==> config.mk <==
export PLATFORM = sky130hd
export DESIGN_NAME = stepper_drive
export DESIGN_NICKNAME = d
export VERILOG_FILES = /design/src/rtl/stepper_pkg.sv /design/src/rtl/stepper_tick_gen.sv /design/src/rtl/stepper_drive.sv
export SDC_FILE = /design/constraint.sdc
export NUM_CORES = 1
export LEC_CHECK = 0
export CORE_ASPECT_RATIO = 1.2
export CORE_MARGIN = 4
export CORE_UTILIZATION = 31
export DETAILED_ROUTE_END_ITERATION = 10
export PLACE_DENSITY = 0.61
export SLEW_MARGIN = 10
export SYNTH_ARGS = -nofsm -noshare
export SYNTH_HDL_FRONTEND = slang
export SYNTH_HIERARCHICAL = 1
export SYNTH_SLANG_ARGS = --single-unit
==> constraint.sdc <==
create_clock -name clk -period 5.7 [get_ports clk]
set_input_delay 0.57 -clock clk [delete_from_list [all_inputs] [get_ports clk]]
set_output_delay 0.57 -clock clk [all_outputs]
set_load 0.05 [all_outputs]
==> src/rtl/stepper_pkg.sv <==
// stepper_pkg: shared types and helpers for the stepper-motor phase sequencer.
//   state_e      - sequencer FSM states (IDLE, RUN)
//   PHASE_TABLE  - 8-entry coil pattern table indexed by the 3-bit phase index
//   phase_step() - next phase index for a given direction and step mode
package stepper_pkg;

    typedef enum logic [0:0] {
        ST_IDLE = 1'b0,
        ST_RUN  = 1'b1
    } state_e;

    // Even indices energise two coils, odd indices one coil; full-step
    // moves skip by two so they stay on whichever parity they started on.
    localparam logic [3:0] PHASE_TABLE [8] = '{
        4'b1001, 4'b1000, 4'b1010, 4'b0010,
        4'b0110, 4'b0100, 4'b0101, 4'b0001
    };

    // Next phase index: +/-1 in half-step, +/-2 in full-step, wrapping mod 8.
    function automatic logic [2:0] phase_step(input logic [2:0] idx,
                                              input logic       dir,
                                              input logic       half);
        logic [2:0] delta;
        delta = half ? 3'd1 : 3'd2;
        if (dir) begin
            return idx - delta;
        end else begin
            return idx + delta;
        end
    endfunction

endpackage

==> src/rtl/stepper_tick_gen.sv <==
// stepper_tick_gen: step-rate counter for the stepper sequencer.
// Counts 0..PERIOD-1 while enabled and flags the terminal count.
//   clk, rst_n - clock, asynchronous active-low reset
//   clr_i      - restart the count at 0 (wins over enable)
//   en_i       - advance the count
//   tick_o     - high for the one cycle the count sits at PERIOD-1 while enabled
module stepper_tick_gen #(
    parameter int unsigned PERIOD = 240000
) (
    input  logic clk,
    input  logic rst_n,
    input  logic clr_i,
    input  logic en_i,
    output logic tick_o
);

    localparam int unsigned     CNT_W = $clog2(PERIOD);
    localparam logic [CNT_W-1:0] LAST = CNT_W'(PERIOD - 1);
    localparam logic [CNT_W-1:0] ONE  = CNT_W'(1);

    logic [CNT_W-1:0] cnt_q;

    // Period counter: clear on request, otherwise wrap at the terminal count.
    always_ff @(posedge clk or negedge rst_n) begin
        if (!rst_n) begin
            cnt_q <= '0;
        end else if (clr_i) begin
            cnt_q <= '0;
        end else if (en_i) begin
            if (cnt_q == LAST) begin
                cnt_q <= '0;
            end else begin
                cnt_q <= cnt_q + ONE;
            end
        end
    end

    assign tick_o = en_i && (cnt_q == LAST);

endmodule

==> src/rtl/stepper_drive.sv <==
// stepper_drive: command-driven 4-phase stepper-motor sequencer.
// Accepts move commands over valid/ready, steps the coil pattern every
// STEP_PERIOD clocks, tracks absolute position in half-steps.
//   cmd_valid/cmd_ready      - command handshake (ready only while idle)
//   cmd_dir/cmd_half/cmd_steps - direction, step mode, step count
//   abort                    - level, ends a running move without a done pulse
//   hold_en                  - keep the current phase energised while idle
//   motor_out                - registered coil drive
//   busy/done/aborted        - run status and one-cycle completion pulses
//   position                 - absolute position, two's complement, wraps
module stepper_drive
    import stepper_pkg::*;
#(
    parameter int unsigned STEP_PERIOD = 240000,
    parameter int unsigned STEPS_W     = 16,
    parameter int unsigned POS_W       = 16
) (
    input  logic               clk,
    input  logic               rst_n,
    input  logic               cmd_valid,
    output logic               cmd_ready,
    input  logic               cmd_dir,
    input  logic               cmd_half,
    input  logic [STEPS_W-1:0] cmd_steps,
    input  logic               abort,
    input  logic               hold_en,
    output logic [3:0]         motor_out,
    output logic               busy,
    output logic               done,
    output logic               aborted,
    output logic [POS_W-1:0]   position
);

    localparam logic [POS_W-1:0]   POS_ONE   = POS_W'(1);
    localparam logic [POS_W-1:0]   POS_TWO   = POS_W'(2);
    localparam logic [STEPS_W-1:0] STEPS_ONE = STEPS_W'(1);

    state_e             state_q;
    logic [2:0]         idx_q;
    logic [POS_W-1:0]   pos_q;
    logic [STEPS_W-1:0] rem_q;
    logic               dir_q;
    logic               half_q;
    logic [3:0]         motor_q;
    logic               busy_q;
    logic               done_q;
    logic               aborted_q;

    logic [2:0]         idx_d;
    logic [POS_W-1:0]   pos_d;
    logic [POS_W-1:0]   pos_delta_s;
    logic [3:0]         idle_pat_s;
    logic               accept_s;
    logic               run_s;
    logic               tick_s;

    assign run_s    = (state_q == ST_RUN);
    assign accept_s = cmd_valid && (state_q == ST_IDLE);

    stepper_tick_gen #(
        .PERIOD (STEP_PERIOD)
    ) u_tick (
        .clk    (clk),
        .rst_n  (rst_n),
        .clr_i  (accept_s),
        .en_i   (run_s),
        .tick_o (tick_s)
    );

    // Next index/position for the latched move, and the idle coil pattern.
    always_comb begin
        idx_d       = phase_step(idx_q, dir_q, half_q);
        pos_delta_s = half_q ? POS_ONE : POS_TWO;
        if (dir_q) begin
            pos_d = pos_q - pos_delta_s;
        end else begin
            pos_d = pos_q + pos_delta_s;
        end
        if (hold_en) begin
            idle_pat_s = PHASE_TABLE[idx_q];
        end else begin
            idle_pat_s = 4'b0000;
        end
    end

    // Sequencer FSM with its datapath and registered outputs.
    always_ff @(posedge clk or negedge rst_n) begin
        if (!rst_n) begin
            state_q   <= ST_IDLE;
            idx_q     <= 3'd0;
            pos_q     <= '0;
            rem_q     <= '0;
            dir_q     <= 1'b0;
            half_q    <= 1'b0;
            motor_q   <= 4'b0000;
            busy_q    <= 1'b0;
            done_q    <= 1'b0;
            aborted_q <= 1'b0;
        end else begin
            done_q    <= 1'b0;
            aborted_q <= 1'b0;
            case (state_q)
                ST_IDLE: begin
                    motor_q <= idle_pat_s;
                    if (cmd_valid) begin
                        dir_q  <= cmd_dir;
                        half_q <= cmd_half;
                        rem_q  <= cmd_steps;
                        if (cmd_steps == '0) begin
                            // Empty move: complete at once, no motion.
                            done_q <= 1'b1;
                        end else begin
                            state_q <= ST_RUN;
                            busy_q  <= 1'b1;
                            motor_q <= PHASE_TABLE[idx_q];
                        end
                    end
                end
                ST_RUN: begin
                    if (abort) begin
                        // Abort beats a coincident terminal count: no step.
                        state_q   <= ST_IDLE;
                        busy_q    <= 1'b0;
                        aborted_q <= 1'b1;
                        motor_q   <= idle_pat_s;
                    end else if (tick_s) begin
                        idx_q   <= idx_d;
                        pos_q   <= pos_d;
                        rem_q   <= rem_q - STEPS_ONE;
                        motor_q <= PHASE_TABLE[idx_d];
                        if (rem_q == STEPS_ONE) begin
                            state_q <= ST_IDLE;
                            busy_q  <= 1'b0;
                            done_q  <= 1'b1;
                        end
                    end else begin
                        motor_q <= PHASE_TABLE[idx_q];
                    end
                end
                default: begin
                    state_q <= ST_IDLE;
                    busy_q  <= 1'b0;
                    motor_q <= 4'b0000;
                end
            endcase
        end
    end

    assign cmd_ready = (state_q == ST_IDLE);
    assign motor_out = motor_q;
    assign busy      = busy_q;
    assign done      = done_q;
    assign aborted   = aborted_q;
    assign position  = pos_q;

endmodule
=== Word level (Yosys, flattened, before mapping) ===
Memory sizes are Yosys's and may differ from the RTL's.
Index checks and enable logic that the tools add are counted.

* Memories: 2
* Logic and storage cells: 82
* Output and inout port bits: 24
* Bits of input ports: 23
* Flip-flop bits (word level): 63
* Bits in read-only memories: 64

* Bitwise operators: 4
* Mux-type cells: 41
* $add $sub $neg: 6
* Eq/ne operators: 8
* Reductions and logical operators: 8
* $lt $le $gt $ge: 2

{| class="wikitable"
|+ Memories
! memory !! depth !! bits a word !! read ports !! clocked after memory_dff !! wr ports !! RTL line !! source
|-
| (name not given) || 8 || 4 || 1 || 0 || 0 || stepper_drive.sv:137 || <nowiki>motor_q <= PHASE_TABLE[idx_q];</nowiki>
|-
| (name not given) || 8 || 4 || 1 || 0 || 0 || stepper_drive.sv:130 || <nowiki>motor_q <= PHASE_TABLE[idx_d];</nowiki>
|}

{| class="wikitable"
|+ Operators with widths
! kind !! number
|-
| two-way mux 16 bit || 4
|-
| two-way mux 18 bit || 3
|-
| two-way mux 4 bit || 9
|-
| case mux 16 bit (2 select lines) || 1
|-
| adder 18 x 1 -> 18 bit (second input constant) || 1
|-
| equality test 18 bit (second input constant) || 1
|-
| two-way mux 1 bit || 17
|-
| adder 16 x 2 -> 16 bit || 1
|-
| equality test 16 x 1 -> 1 bit (second input constant) || 1
|-
| zero test 16 bit || 1
|-
| subtractor 16 x 1 -> 16 bit (second input constant) || 1
|-
| subtractor 16 x 2 -> 16 bit || 1
|-
| >= comparator 4 bit (second input constant) || 2
|-
| inverter 3 -> 4 bit || 2
|-
| case mux 4 bit (2 select lines) || 1
|-
| inequality test 2 bit (second input constant) || 3
|-
| inequality test 3 x 2 -> 1 bit (second input constant) || 2
|-
| case mux 1 bit (2 select lines) || 3
|-
| AND reduction 3 bit || 2
|-
| two-way mux 2 bit || 2
|-
| AND reduction 4 bit || 1
|-
| adder 3 x 2 -> 3 bit || 1
|-
| two-way mux 3 bit || 1
|-
| subtractor 3 x 2 -> 3 bit || 1
|-
| other kinds (5) || 7
|}

=== Logic depth before layout (Yosys ltp) ===
* Depth in word-level cells: 10
* Gate-level depth with buffers: 11
* Depth with buffers taken out: 11

=== Hierarchy ===
Netlist, hierarchy kept.

{| class="wikitable"
|+ Modules (own cells, without submodules)
! module !! cells each !! area each (µm²) !! sequential area each (µm²) !! instances
|-
| stepper_drive || 337 || 2962.8 || 1126.1 || 1
|-
| stepper_tick_gen || 100 || 965.9 || 450.4 || 1
|}

=== Worst setup path after synthesis ===
OpenSTA, ideal clock, no wires.

* Path kind: register to register
* Start point: reg state_q (netlist: run_s)
* End point: reg u_tick.cnt_q[13]
* Library setup time: 0.120 ns
* Stages on the path, launching flop included: 9
* Path buffers: 0
* Setup slack: 3.137 ns
* Data arrival time: 2.443 ns
* Data required time: 5.580 ns
* Clock period less this slack: 2.563 ns
* Cells stage by stage: dfrtp_1 > clkinv_1 > nand2_1 > clkinv_1 > o2111ai_1 > or3_1 > nor3_1 > xnor2_1 > nor2_1

* Cells in the longest elaborated chain, start to end: 3
* Elaborated cells between the ends (all ways): 4
* Classes of those cells: 1 x mux; 1 x bitwise; 2 x reduce/logical

{| class="wikitable"
|+ Ends and longest elaborated chain
! what !! RTL line !! source
|-
| start: declaration || stepper_drive.sv:38 || <nowiki>state_e state_q;</nowiki>
|-
| start signal: assignment || stepper_drive.sv:89 || <nowiki>state_q <= ST_IDLE;</nowiki>
|-
| start signal: assignment || stepper_drive.sv:113 || <nowiki>state_q <= ST_RUN;</nowiki>
|-
| start signal: assignment || stepper_drive.sv:122 || <nowiki>state_q <= ST_IDLE;</nowiki>
|-
| inverter 1 bit (no source line) * || -- ||
|-
| net cmd_ready || stepper_drive.sv:21 || <nowiki>output logic cmd_ready,</nowiki>
|-
| logical AND 1 bit * || stepper_drive.sv:58 || <nowiki>assign accept_s = cmd_valid && (state_q == ST_IDLE);</nowiki>
|-
| net accept_s || stepper_drive.sv:53 || <nowiki>logic accept_s;</nowiki>
|-
| two-way mux 18 bit or nonzero test 2 bit (tied branches) || -- ||
|-
| end signal: assignment || stepper_tick_gen.sv:33 || <nowiki>cnt_q <= cnt_q + ONE;</nowiki>
|-
| end: declaration || stepper_tick_gen.sv:21 || <nowiki>logic [CNT_W-1:0] cnt_q;</nowiki>
|}

The timed path passes the listed nets; every way through them passes the cells marked *.
A chain may end at the register's enable or synchronous reset.

=== Worst setup path in the final report ===
* Start point: reg state_q (netlist: run_s)
* End point: reg u_tick.cnt_q[13]

* Cells in the longest elaborated chain, start to end: 3
* Elaborated cells between the ends (all ways): 4
* Classes of those cells: 1 x mux; 1 x bitwise; 2 x reduce/logical

{| class="wikitable"
|+ Ends and longest elaborated chain
! what !! RTL line
|-
| inverter 1 bit (no source line) * || --
|-
| logical AND 1 bit * || stepper_drive.sv:58
|-
| net accept_s || stepper_drive.sv:53
|-
| two-way mux 18 bit or nonzero test 2 bit (tied branches) || --
|}

Marks and branches as above.

==> out/results.ini <==
[cts]
ctsHoldBuffers = 0
post_cts_resized = 0
cts.sinks = 63
clk_path_buf_depth = 2
clk_latency_ns = 0.33
numCtsBuffers = 9
root_buffer = clkbuf_16
htree_levels = 3
path_clk_slew_ns = 0.06
cts_tree = yes
cts_setup_buffers = 0

[die]
ioPinCount = 47
die-area_sq_mm = 0.0145
start_util_pct = 32.0
num_rows = 44
core_sq_mm = 0.0123
die_h_microns = 131
chipWidth_microns = 111

[synthesis]
ys_warn_count = 6
ys_top_cells_by_area = dfrtp_1, ha_1, nand2_1, nor2_1, a21oi_1
synth-edff-count = 0
async_flop_share_pct = 100
synth-seq-area-share_pct = 40.1
synth_cell_type_count = 63
synth_common_cells = dfrtp_1, nand2_1, nor2_1, a21oi_1, o21ai_0
syn_inst = 437
synth_area_sq_mm = 0.00393
synth.avg_cell_area_sq_um = 8.99
synth_ff_type = dfrtp_1
yosysMostFrequentCell = dfrtp_1
synth_seq_cells = 63
syn-num-nets = 480
synth_top_area_share_pct = 40.1
synth_top_area_cell = dfrtp_1

[setup_path]
cp.buffers_inverters = 2
startpoint_type = register
r2r-start = run_s
crit_type = register to register
crit_slowest_cell = dfrtp_1
cpMostUsedCell = clkinv_1
r2r_cells = 8
cp.arrival_ns = 3.69
path_depth = 8
cp_max_fo = 23
crit_family = buffers and inverters
path_cells = clkinv_1 > nand2_1 > clkinv_1 > o2111ai_1 > or3_1 > nor3_1 > xnor2_1 > nor2_1
cpPeakStageDelay_ns = 0.83
r2r_slack_ns = 2.21
r2r-end = u_tick/cnt_q[13]
cp-end-kind = register
worst_ep_required_time_ns = 5.91

[timing]
timing.setup.tns_ns = 0
post-route-period-util_pct = 61.2
finalClockSkew_ns = 0.00703
fmax_mhz = 287
maxSlewHeadroom_pct = 28.3
rsz0062_at_grt = false
report.final.slew_viol_count = 0
tightest_slew_ns = 1.07
setup_viol = 0
post-route-min-period_ns = 3.49
hold_viol_final = 0

[global_routing]
grt_max_degree = 64
antenna_found_initial = 0
grt_pass1_vias = 3365
grt_pass1_wl_mm = 16.6
gr-total-overflow = 0
track_usage_pct = 13.5

[placement]
place_hpwl_mm = 6.96
dp.cells = 634
placement.io_buffers = 46
gp_congestion = 0.865
place_area_sq_mm = 0.00453

[route]
first_pass_iters = 4
totalWireLength_mm = 9.55
drt-vias-per-instance = 5.23
antenna_left = 0
drc = 0
vias = 3401
wl_per_cell_microns = 14.7
first_iter_violations = 197

[final_layout]
fillers = 1232
drive_gt1_share_pct = 7.98
nets = 527
fin_util_pct = 39.1
final_cell_area_sq_mm = 0.00481
seqCellArea_sq_mm = 0.00158
syn2layout_area_growth_pct = 22.3
n_antenna_cell = 0
multi_input_area_sq_mm = 0.00224
fin_cells = 650

[worst_hold_path]
hold_class = input pin to asynchronous set/reset pin

[power_and_ir_drop]
p_leak_nw = 2.05
irDropWorstVdd_uv = 152
power-per-cell-area_mw_per_mm2 = 282

[flow_run]
drv_cap = 0

[run_status]
status = complete, no violations

## registers in the layout (all words and copies together) (netlist names)
name	flops
half_q	1
dir_q	1
run_s	1
rem_q	16
idx_q	3
done	1
position	16
u_tick/cnt_q	18
busy	1
motor_out	4
aborted	1
## layer usage
layer,global-route usage (%),up-vias,routed length (microns)
li1,-,1681,-
met1,17.3,1626,4310
met2,22.3,77,4660
met3,2.25,17,328
met4,5.82,0,240
met5,0,-,0
## through the flow
stage / worst slack, ns / total power, mW / hold WS (ns)
global placement: 2.48 / 0.855 / 0.461
global route: 1.91 / 1.43 / 0.504
detailed placement: 2.30 / 0.861 / 0.468
CTS: 2.26 / 1.37 / 0.459
finish: 2.21 / 1.36 / 0.393
floorplan: 3.14 / 0.768 / 0.274
## power breakdown
group / total, mW / internal, mW / switching (mW)
Clock: 0.502 / 0.294 / 0.207
Sequential: 0.566 / 0.495 / 0.0718
Combinational: 0.288 / 0.128 / 0.160
Total: 1.36 / 0.917 / 0.439
## worst max path at each step
stage	startpoint	to	slack (ns)
3_5_place_dp	run_s	u_tick/cnt_q[10]	2.30
2_1_floorplan	run_s	u_tick/cnt_q[13]	3.14
4_1_cts	run_s	u_tick/cnt_q[13]	2.26
5_1_grt	run_s	u_tick/cnt_q[13]	1.91
6_report	run_s	u_tick/cnt_q[13]	2.21
3_3_place_gp	run_s	u_tick/cnt_q[10]	2.48
## logic make-up (layout without fill, tap and decap cells)
group	after synthesis	after routing	synth area share [%]
xor gates and xnor gates	30	30	6.69
buffers and inverters	25	77	2.90
AOI/OAI and AO/OA	106	106	17.8
DFF	63	63	40.1
and+or+nand+nor	184	184	23.7
muxes	9	9	2.39
adders and majority gates	20	20	6.37
## cell usage in the layout (no fill, tap or decap), types with 3 or more instances in the layout
cell	n
a211oi_1	5
a21o_1	8
a21oi_1	36
a221o_1	4
and3_1	7
clkbuf_16	9
clkdlybuf4s50_1	45
clkinv_2	3
dfrtp_1	63
ha_1	20
inv_1	12
mux2_2	3
mux2i_1	6
nand2_1	56
nand2b_1	4
nand3_1	11
nand3b_1	3
nand4_1	8
nand4b_1	3
nor2_1	49
nor2b_1	4
nor3_1	10
nor4_1	6
o21ai_0	21
o21bai_1	3
o22ai_1	7
or3_1	3
or4_1	3
xnor2_1	15
xor2_1	15
## area by class of cell
cell class | count | share of cell area, %
tap | 161 | 4.19
multi-input combinational | 349 | 46.6
timing repair buffer | 47 | 9.63
sequential | 63 | 32.8
clock inverter | 7 | 1.02
clock buffer | 9 | 4.69
inverter | 14 | 1.09
(Power assumes the default switching activity.)
